**config.mk**
```make
export PLATFORM = sky130hd
export DESIGN_NAME = rdata_fwft_flat
export DESIGN_NICKNAME = d
export VERILOG_FILES = /design/src/rtl/rdata_fwft_pkg.sv /design/src/rtl/rdata_fwft_if.sv /design/src/rtl/fwft_buf2.sv /design/src/rtl/rdata_fwft.sv /design/src/flat_wrapper.sv
export SDC_FILE = /design/constraint.sdc
export NUM_CORES = 1
export LEC_CHECK = 0
export ABC_AREA = 1
export BUFFER_PORTS_ARGS = -buffer_cell sky130_fd_sc_hd__buf_4
export CORE_UTILIZATION = 50
export DETAILED_ROUTE_END_ITERATION = 8
export PLACE_DENSITY = 0.76
export RECOVER_POWER = 100
export SLEW_MARGIN = 10
export SYNTH_ARGS = -nofsm -noshare
export SYNTH_HDL_FRONTEND = slang
export SYNTH_SLANG_ARGS = --single-unit
```
**constraint.sdc**
```tcl
create_clock -name rclk -period 2.09 [get_ports rclk]
set_clock_uncertainty 0.1 [all_clocks]
set_input_delay 0.209 -clock rclk [delete_from_list [all_inputs] [get_ports rclk]]
set_output_delay 0.209 -clock rclk [all_outputs]
set_load 0.03 [all_outputs]
```
**src/rtl/rdata_fwft_pkg.sv**
```systemverilog
// Shared constants for the read-side first-word-fall-through adapter.
package rdata_fwft_pkg;

  // Default data word width.
  localparam int unsigned DsizeDefault = 8;

  // Width of the buffered-word count (holds 0..2).
  localparam int unsigned CountWidth = 2;

endpackage

```
**src/rtl/rdata_fwft_if.sv**
```systemverilog
// FIFO read-port and consumer handshake bundle for rdata_fwft.
interface rdata_fwft_if
  import rdata_fwft_pkg::*;
#(
  parameter int unsigned DSIZE = DsizeDefault
);

  logic                  rempty;
  logic [DSIZE-1:0]      rdata;
  logic                  rinc;
  logic                  dout_valid;
  logic                  dout_ready;
  logic [DSIZE-1:0]      dout_data;
  logic [CountWidth-1:0] dout_count;

  // Adapter side.
  modport slave (
    input  rempty, rdata, dout_ready,
    output rinc, dout_valid, dout_data, dout_count
  );

  // Environment side: FIFO memory/pointer logic plus the consumer.
  modport master (
    output rempty, rdata, dout_ready,
    input  rinc, dout_valid, dout_data, dout_count
  );

endinterface

```
**src/rtl/fwft_buf2.sv**
```systemverilog
// Two-entry register buffer: one write port, one asynchronous read port.
module fwft_buf2
  import rdata_fwft_pkg::*;
#(
  parameter int unsigned DSIZE = DsizeDefault
) (
  input  logic             clk_i,
  input  logic             we_i,
  input  logic             widx_i,
  input  logic [DSIZE-1:0] wdata_i,
  input  logic             ridx_i,
  output logic [DSIZE-1:0] rdata_o
);

  logic [DSIZE-1:0] mem_q [2];
  logic [DSIZE-1:0] mem_d [2];

  // Next contents: write the addressed entry, hold the other.
  always_comb begin
    mem_d = mem_q;
    if (we_i) mem_d[widx_i] = wdata_i;
  end

  // Data storage; contents are don't-care after reset so no reset term.
  always_ff @(posedge clk_i) begin
    mem_q <= mem_d;
  end

  assign rdata_o = mem_q[ridx_i];

endmodule

```
**src/rtl/rdata_fwft.sv**
```systemverilog
// First-word-fall-through adapter on a FIFO read port: prefetches up to two words
// so the head word is presented on dout_data without a consumer request.
module rdata_fwft
  import rdata_fwft_pkg::*;
#(
  parameter int unsigned DSIZE    = DsizeDefault,
  parameter int unsigned ADDRSIZE = 4
) (
  input logic         rclk,
  input logic         rrst,
  rdata_fwft_if.slave bus
);

  localparam int unsigned LvlW = CountWidth + 1;

  if (DSIZE == 0 || ADDRSIZE == 0) begin : gen_param_check
    $error("rdata_fwft: DSIZE and ADDRSIZE must be non-zero");
  end

  logic [CountWidth-1:0] count_q, count_d;
  logic                  head_q, head_d;
  logic                  tail_q, tail_d;
  logic                  inflight_q, inflight_d;
  logic                  pop;
  logic                  wr;
  logic [LvlW-1:0]       level;
  logic [DSIZE-1:0]      head_word;

  // Outputs and read credit; everything is forced idle in the reset cycle.
  always_comb begin
    bus.dout_valid = !rrst && (count_q != '0);
    bus.dout_count = rrst ? '0 : count_q;
    bus.dout_data  = head_word;
    pop            = bus.dout_valid && bus.dout_ready;
    wr             = inflight_q && !rrst;
    // Words held or on their way, after this cycle's pop; pop implies count >= 1.
    level          = LvlW'(count_q) + LvlW'(inflight_q) - LvlW'(pop);
    bus.rinc       = !rrst && !bus.rempty && (level < LvlW'(2));
  end

  // Next-state for pointers, count and the in-flight read marker.
  always_comb begin
    inflight_d = bus.rinc;
    head_d     = head_q ^ pop;
    tail_d     = tail_q ^ wr;
    count_d    = count_q + CountWidth'(wr) - CountWidth'(pop);
  end

  // Control state with synchronous reset; an in-flight word is dropped on reset.
  always_ff @(posedge rclk) begin
    if (rrst) begin
      count_q    <= '0;
      head_q     <= 1'b0;
      tail_q     <= 1'b0;
      inflight_q <= 1'b0;
    end else begin
      count_q    <= count_d;
      head_q     <= head_d;
      tail_q     <= tail_d;
      inflight_q <= inflight_d;
    end
  end

  fwft_buf2 #(
    .DSIZE (DSIZE)
  ) u_buf (
    .clk_i   (rclk),
    .we_i    (wr),
    .widx_i  (tail_q),
    .wdata_i (bus.rdata),
    .ridx_i  (head_q),
    .rdata_o (head_word)
  );

endmodule

```
**src/flat_wrapper.sv**
```systemverilog
// flat-port wrapper written by rule: the top's interface ports become plain ports
module rdata_fwft_flat import rdata_fwft_pkg::*;
#(
  parameter int unsigned DSIZE    = DsizeDefault,
  parameter int unsigned ADDRSIZE = 4
)
  (rclk, rrst, bus_rempty, bus_rdata, bus_dout_ready, bus_rinc, bus_dout_valid, bus_dout_data, bus_dout_count);
  rdata_fwft_if #(.DSIZE(DSIZE)) bus_i ();
  input logic rclk;
  input logic rrst;
  input wire logic [$bits(bus_i.rempty)-1:0] bus_rempty;
  input wire logic [$bits(bus_i.rdata)-1:0] bus_rdata;
  input wire logic [$bits(bus_i.dout_ready)-1:0] bus_dout_ready;
  output wire logic [$bits(bus_i.rinc)-1:0] bus_rinc;
  output wire logic [$bits(bus_i.dout_valid)-1:0] bus_dout_valid;
  output wire logic [$bits(bus_i.dout_data)-1:0] bus_dout_data;
  output wire logic [$bits(bus_i.dout_count)-1:0] bus_dout_count;
  assign bus_i.rempty = bus_rempty;
  assign bus_i.rdata = bus_rdata;
  assign bus_i.dout_ready = bus_dout_ready;
  assign bus_rinc = bus_i.rinc;
  assign bus_dout_valid = bus_i.dout_valid;
  assign bus_dout_data = bus_i.dout_data;
  assign bus_dout_count = bus_i.dout_count;
  rdata_fwft #(.DSIZE(DSIZE), .ADDRSIZE(ADDRSIZE)) u_core (.rclk(rclk), .rrst(rrst), .bus(bus_i));
endmodule
```
==> impl_results.md, run 1 <==
- Io pins: 24
- Crit path setup slack, layout: -369 ps
- Routed len/inst: about 12 um
- Final Util: between 70% and 80%
- Final Max Slew Viols: 0
- Root Driver: clkbuf_4
- Clk slew on worst S/H paths: between 100 and 150 ps
- # setup viols final: 1
- CTS tree: done
- Syn avg cell area: approximately 11 um2
- Cts bufs inserted: 3
- Status: complete, but fails checks
- Synth cell types: 20
- WP data required: around 1800 ps
- CTS H-tree lvls: 1
- WL met3: 52 um
- Crit path max fanout: 2
- Initial antenna violation count: 0
- Final ANT Viol Nets: 0
- Post-Synthesis Cells: between 80 and 90
- Die H: 45.1 um
- Area leader, netlist: edfxtp_1
- Initial Util: between 50% and 60%
- Die X: roughly 45 um
- IO buf count: 23
- # nets final: 150
- Vias/cell: 4.48
- First-pass GRT wire length: 2840 um
- Final Wtd Congestion: 0.647
- Iter 0 DRT Violations: 12
- Slew margin rel.: between 70% and 80%
- Diode count: 0
- Largest net degree at the start of global routing: 14
- Critical Path Start Type: register
- GRT Overall Usage: 20.7%
- Failing checks: setup timing
- Slew @ Worst Pin: 389 ps
- Highest routed layer: met4
- Layout Cells excl Fill: 156
- Post-Syn Nets: 101
- HP Class: in2reg
- Yosys reg bits: 21
- Mapped Area: slightly above 900 um2
- Setup Crit Path Kind: reg2out
- Layout area overhead: 46.8%
- Die area: between 0.002 and 0.0025 mm2
- Period utilisation layout: 118%
- Via count: about 700
- Grt total ovfl: 0
- Cell Pwr Density: 787 mW/mm2
- Vias in the first global route: roughly 660
- Synth top area share: roughly half
- Hold path cells: 4
- WHS: roughly 80 ps
- Post-DP HPWL: 1140 um
- Share of cells above drive strength 1: about two fifths
- CTS sink count: 21
- Met2 WL post-DR: between 900 and 1000 um
- Final worst path period need: between 2000 and 2500 ps
- Placed Cells: 136
- F_max: between 400 and 500 MHz
- Core area: approximately 0.0017 mm2
- Fin Setup TNS: -369 ps
- RSZ-0062 raised after global routing: yes
- Routed wire length: about 1900 um
- R2R setup slack: approximately 140 ps
- Setup WS pre-CTS: -48.4 ps
- Synth top area cells: edfxtp_1, nand2_1, dfxtp_1
- Max clock buf depth: 2
- Critical path arrival: between 2000 and 2500 ps
- Yosys warns: 0
- DRC Markers: 0
- Sequential area share after synthesis: a little over three fifths
- Setup crit end kind: output pin
- Clock Latency Late Sink: about 310 ps
- Max-Cap Viols: 0
- LEAKAGE: between 0.6 and 0.7 nW
- FF-to-FF path depth: 11
- Max VDD drop: approximately 520 uV
- Wl on met1: approximately 870 um
- Pre-Repair DR Iteration Count: 4
- Row count: 15
- Final Hold Fails: 0
stage by stage:
stage	total power [mW]	area, um2
floorplan	0.682	940
global placement	0.792	1180
detailed placement	0.798	1180
CTS	1.05	1360
global route	1.13	1360
finish	1.07	1360
flip-flops by register name, summed over array words and instances (netlist names):
name / cells
u_core.count_q: 2
u_core.head_q: 1
u_core.inflight_q: 1
u_core.tail_q: 1
u_core.u_buf.mem_q: 16
cell usage in the layout (no fill, tap or decap), drive strengths merged:
master       count
clkbuf          14
a21oi            1
ha               5
fa               1
nand3            1
dlygate4sd3      9
clkinvlp         2
xnor2            1
nand4            1
nand2           29
nor2             7
buf             26
nor3             2
dfxtp            5
inv             10
xor2             1
edfxtp          16
final timing paths:
check / end / start
setup / recovery: bus_rinc / u_core.count_q[1]$_SDFF_PP0_
hold / removal: u_core.head_q$_SDFF_PP0_ / rrst
setup reg to reg: u_core.inflight_q$_SDFF_PP0_ / u_core.count_q[1]$_SDFF_PP0_
hold reg to reg: u_core.tail_q$_SDFF_PP0_ / u_core.tail_q$_SDFF_PP0_
critical path, stage by stage (launching register included):
cell	delay, ps
dfxtp_2	350
inv_2	40
nand2_2	70
nand3_2	80
inv_2	80
ha_4	200
inv_2	60
nand2_2	50
fa_1	500
nand2_2	80
nor3_4	180
buf_6	150
final cells by class:
class	instances	area, um2
inverters	11	47.5
flip-flops and latches	21	583
multi-input cells	49	313
clock inverters	1	7.51
fillers	127	365
clock buffers	3	22.5
repair buffers	46	357
well taps	25	31.3
cells by family after synthesis:
family                   share of synthesized area, %
flip-flops                                       62.6
adder cells (fa/ha/maj)                          8.91
XOR/XNOR                                         1.89
buffers and inverters                            7.83
AO/OA/AOI/OAI                                   0.539
AND/OR/NAND/NOR                                  18.2
metal layers:
| layer | track usage [%] | vias to the layer above |
|---|---|---|
| li1 | - | 356 |
| met2 | 33.6 | 16 |
| met1 | 27.2 | 325 |
| met4 | 8.48 | 0 |
| met5 | 0 | - |
| met3 | 4.00 | 2 |
synth_stat cells:
library cell  instances
nand2_1              27
nor3_1                2
buf_6                 1
ha_1                  5
inv_8                 1
inv_6                 1
nor2_1                6
buf_4                 1
nand3_2               1
inv_1                 7
a21oi_1               1
edfxtp_1             16
inv_2                 2
fa_1                  1
nand2_2               2
nor2_2                1
xor2_1                1
xnor2_1               1
dfxtp_1               5
nand4_1               1
power by group:
part	total (mW)	switching, mW	internal [mW]
Combinational	0.373	0.197	0.176
Sequential	0.496	0.0165	0.480
Clock	0.202	0.129	0.0729
Total	1.07	0.343	0.729
what timing repair did:
item                       CTS  global route
pin swaps                    4             5
hold endpoints to repair    17             0
hold buffers                 9             0
buffers inserted             5             2
setup endpoints to repair    1             2
resized for setup            6             2
Note: power is estimated with default switching activity, not from simulation.
==> inputs of run 2 (changes only) <==
CAP_MARGIN = 20   (was default)
RECOVER_POWER = 50   (was 100)
REMOVE_ABC_BUFFERS = 1   (was default)
==> run 2 against run 1 <==
  * The run still ends with setup timing left
  * Sequential cell count is the same
  * Sequential power is essentially flat
  * Cell area shrank 3.4%
  * Register-to-register slack gained 130 ps
  * Highest routed layer unchanged
==> impl_results.md, run 2 (synthesized netlist as in run 1, its figures left out) <==
- IO buf count: 23
- Pre-Repair DR Iteration Count: 4
- Grt met1 use: 22.1%
- GR peak layer: met2
- Die area: 0.00203 mm2
- LEAKAGE: just under 0.6 nW
- Failing checks: setup timing
- Initial Util: 53.7%
- Period utilisation layout: 119%
- Final Max Slew Viols: 0
- FF-to-FF Start: u_core.count_q[1]$_SDFF_PP0_
- Final ANT Viol Nets: 0
- Routed wire length: approximately 1800 um
- Final Util: ~76%
- Hold path cells: 4
- Slew @ Worst Pin: 490 ps
- FF-to-FF path depth: 10
- RSZ-0062 raised after global routing: yes
- Largest net degree at the start of global routing: 13
- # setup viols final: 1
- Layout Cells excl Fill: around 150
- Layout area overhead: 41.8%
- Max reg flops: 16
- Critical path arrival: roughly 2200 ps
- Core area: 0.00173 mm2
- Cts bufs inserted: 3
- Setup Crit Path Kind: reg2out
- Commonest non-fill, non-tap cell in the layout: nand2_1
- Final Wtd Congestion: 0.708
- R2R setup slack: around 270 ps
- WP data required: approximately 1800 ps
- Placed Cells: 134
- Hold path endpoint: u_core.head_q$_SDFF_PP0_
- Max clock buf depth: 2
- Vias in the first global route: 623
- Die H: approximately 45 um
- # nets final: about 150
- Met3 usage: approximately 6%
- Leading registers by flop count: u_core.u_buf.mem_q (16), u_core.count_q (2)
- Cell Pwr Density: ~800 mW/mm2
- Slew margin rel.: roughly 67%
- Status: complete, but fails checks
- CTS H-tree lvls: 1
- Iter 0 DRT Violations: 1
- Clock Latency Late Sink: 310 ps
- Initial antenna violation count: 0
- DRC Markers: 0
- Max VDD drop: between 600 and 700 uV
- Biggest register: u_core.u_buf.mem_q
- HP Class: in2reg
- Grt total ovfl: 0
- Crit path max fanout: 2
- Final worst path period need: around 2500 ps
- Routed len/inst: between 10 and 15 um
- CTS sink count: 21
- First-pass GRT wire length: 2640 um
- Setup crit end kind: output pin
- Crit path setup slack, layout: -394 ps
- Root Driver: clkbuf_4
- Met2 Usage GRT: approximately 34%
- Diode count: 0
- Clk slew on worst S/H paths: 120 ps
- Max-Cap Viols: 0
- F_max: 403 MHz
- Critical Path Start Type: register
- Share of cells above drive strength 1: 38.9%
- Post-DP HPWL: 1210 um
- Via count: 697
- Reg-to-reg critical path endpoint: u_core.inflight_q$_SDFF_PP0_
- Commonest non-fill, non-tap cells in the layout: nand2_1, buf_4, edfxtp_1
- Vias/cell: 4.62
- CTS tree: done
- Final Hold Fails: 0
- Die X: approximately 45 um
- Io pins: 24
- Row count: 15
- Power Total: 1.02 mW
- Hold path start: rrst
- GRT Overall Usage: between 20% and 30%
## run 2: cell count changes in the layout (fill, tap and decap cells not counted), sizes merged
cell      before  now
clkinv         0    1
clkbuf        14   13
inv           10   11
clkinvlp       2    0
buf           26   22
## run 2: repair_timing
item,4_1_cts,5_1_grt
setup endpoints to repair,1,1
pin swaps,1,4
buffers inserted,3,1
resized for setup,7,1
hold endpoints to repair,17,0
hold buffers,9,0
## run 2: power breakdown
group	internal [mW]	total (mW)	switching, mW	leakage, nW
sequential	0.480	0.499	0.0190	0.187
combinational	0.154	0.334	0.180	0.385
clock	0.0715	0.191	0.120	0.0177
total	0.705	1.02	0.319	0.589
## run 2: critical path, stage by stage (launching register included)
cell     delay, ps
dfxtp_2        350
inv_2           40
nand2_2         70
nand3_2         70
inv_2           70
ha_4           200
inv_4           50
nand2_2         40
fa_1           500
nand2_2         60
nor3_2         200
buf_4          200
## run 2: metal layers
| metal | wire [um] | vias up |
|---|---|---|
| met5 | 0 | - |
| li1 | - | 353 |
| met1 | 690 | 322 |
| met3 | 52 | 6 |
| met2 | 981 | 16 |
| met4 | 61 | 0 |
## run 2: final cells by class
class                      instances  area [um2]
multi-input combinational         49         294
clock buffer                       3        22.5
inverter                          11        56.3
sequential                        21         583
timing repair buffer              41         323
tap                               25        31.3
clock inverter                     1        5.00
fill                             128         412
## run 2: worst max-delay path by stage
| stage | start | end | slack (ps) | depth (start not counted) |
|---|---|---|---|---|
| finish | u_core.count_q[1]$_SDFF_PP0_ | bus_rinc | -390 | 11 |
| global route | u_core.count_q[1]$_SDFF_PP0_ | bus_rinc | -460 | 11 |
| CTS | u_core.count_q[1]$_SDFF_PP0_ | bus_rinc | -380 | 11 |
| detailed placement | u_core.count_q[0]$_SDFF_PP0_ | bus_rinc | -100 | 11 |
| global placement | u_core.count_q[1]$_SDFF_PP0_ | bus_rinc | 6 | 11 |
| floorplan | u_core.count_q[1]$_SDFF_PP0_ | bus_rinc | -400 | 10 |
## run 2: metrics by stage
step | worst slack (ps) | setup TNS [ps] | instance area [um2] | hold WS (ps)
after floorplan | -400 | -400 | 908 | 180
final | -394 | -394 | 1320 | 85.6
after global routing | -460 | -460 | 1320 | 67.9
after CTS | -382 | -382 | 1310 | 73.1
after global placement | 6.25 | 0 | 1150 | 285
after detailed placement | -102 | -102 | 1150 | 293
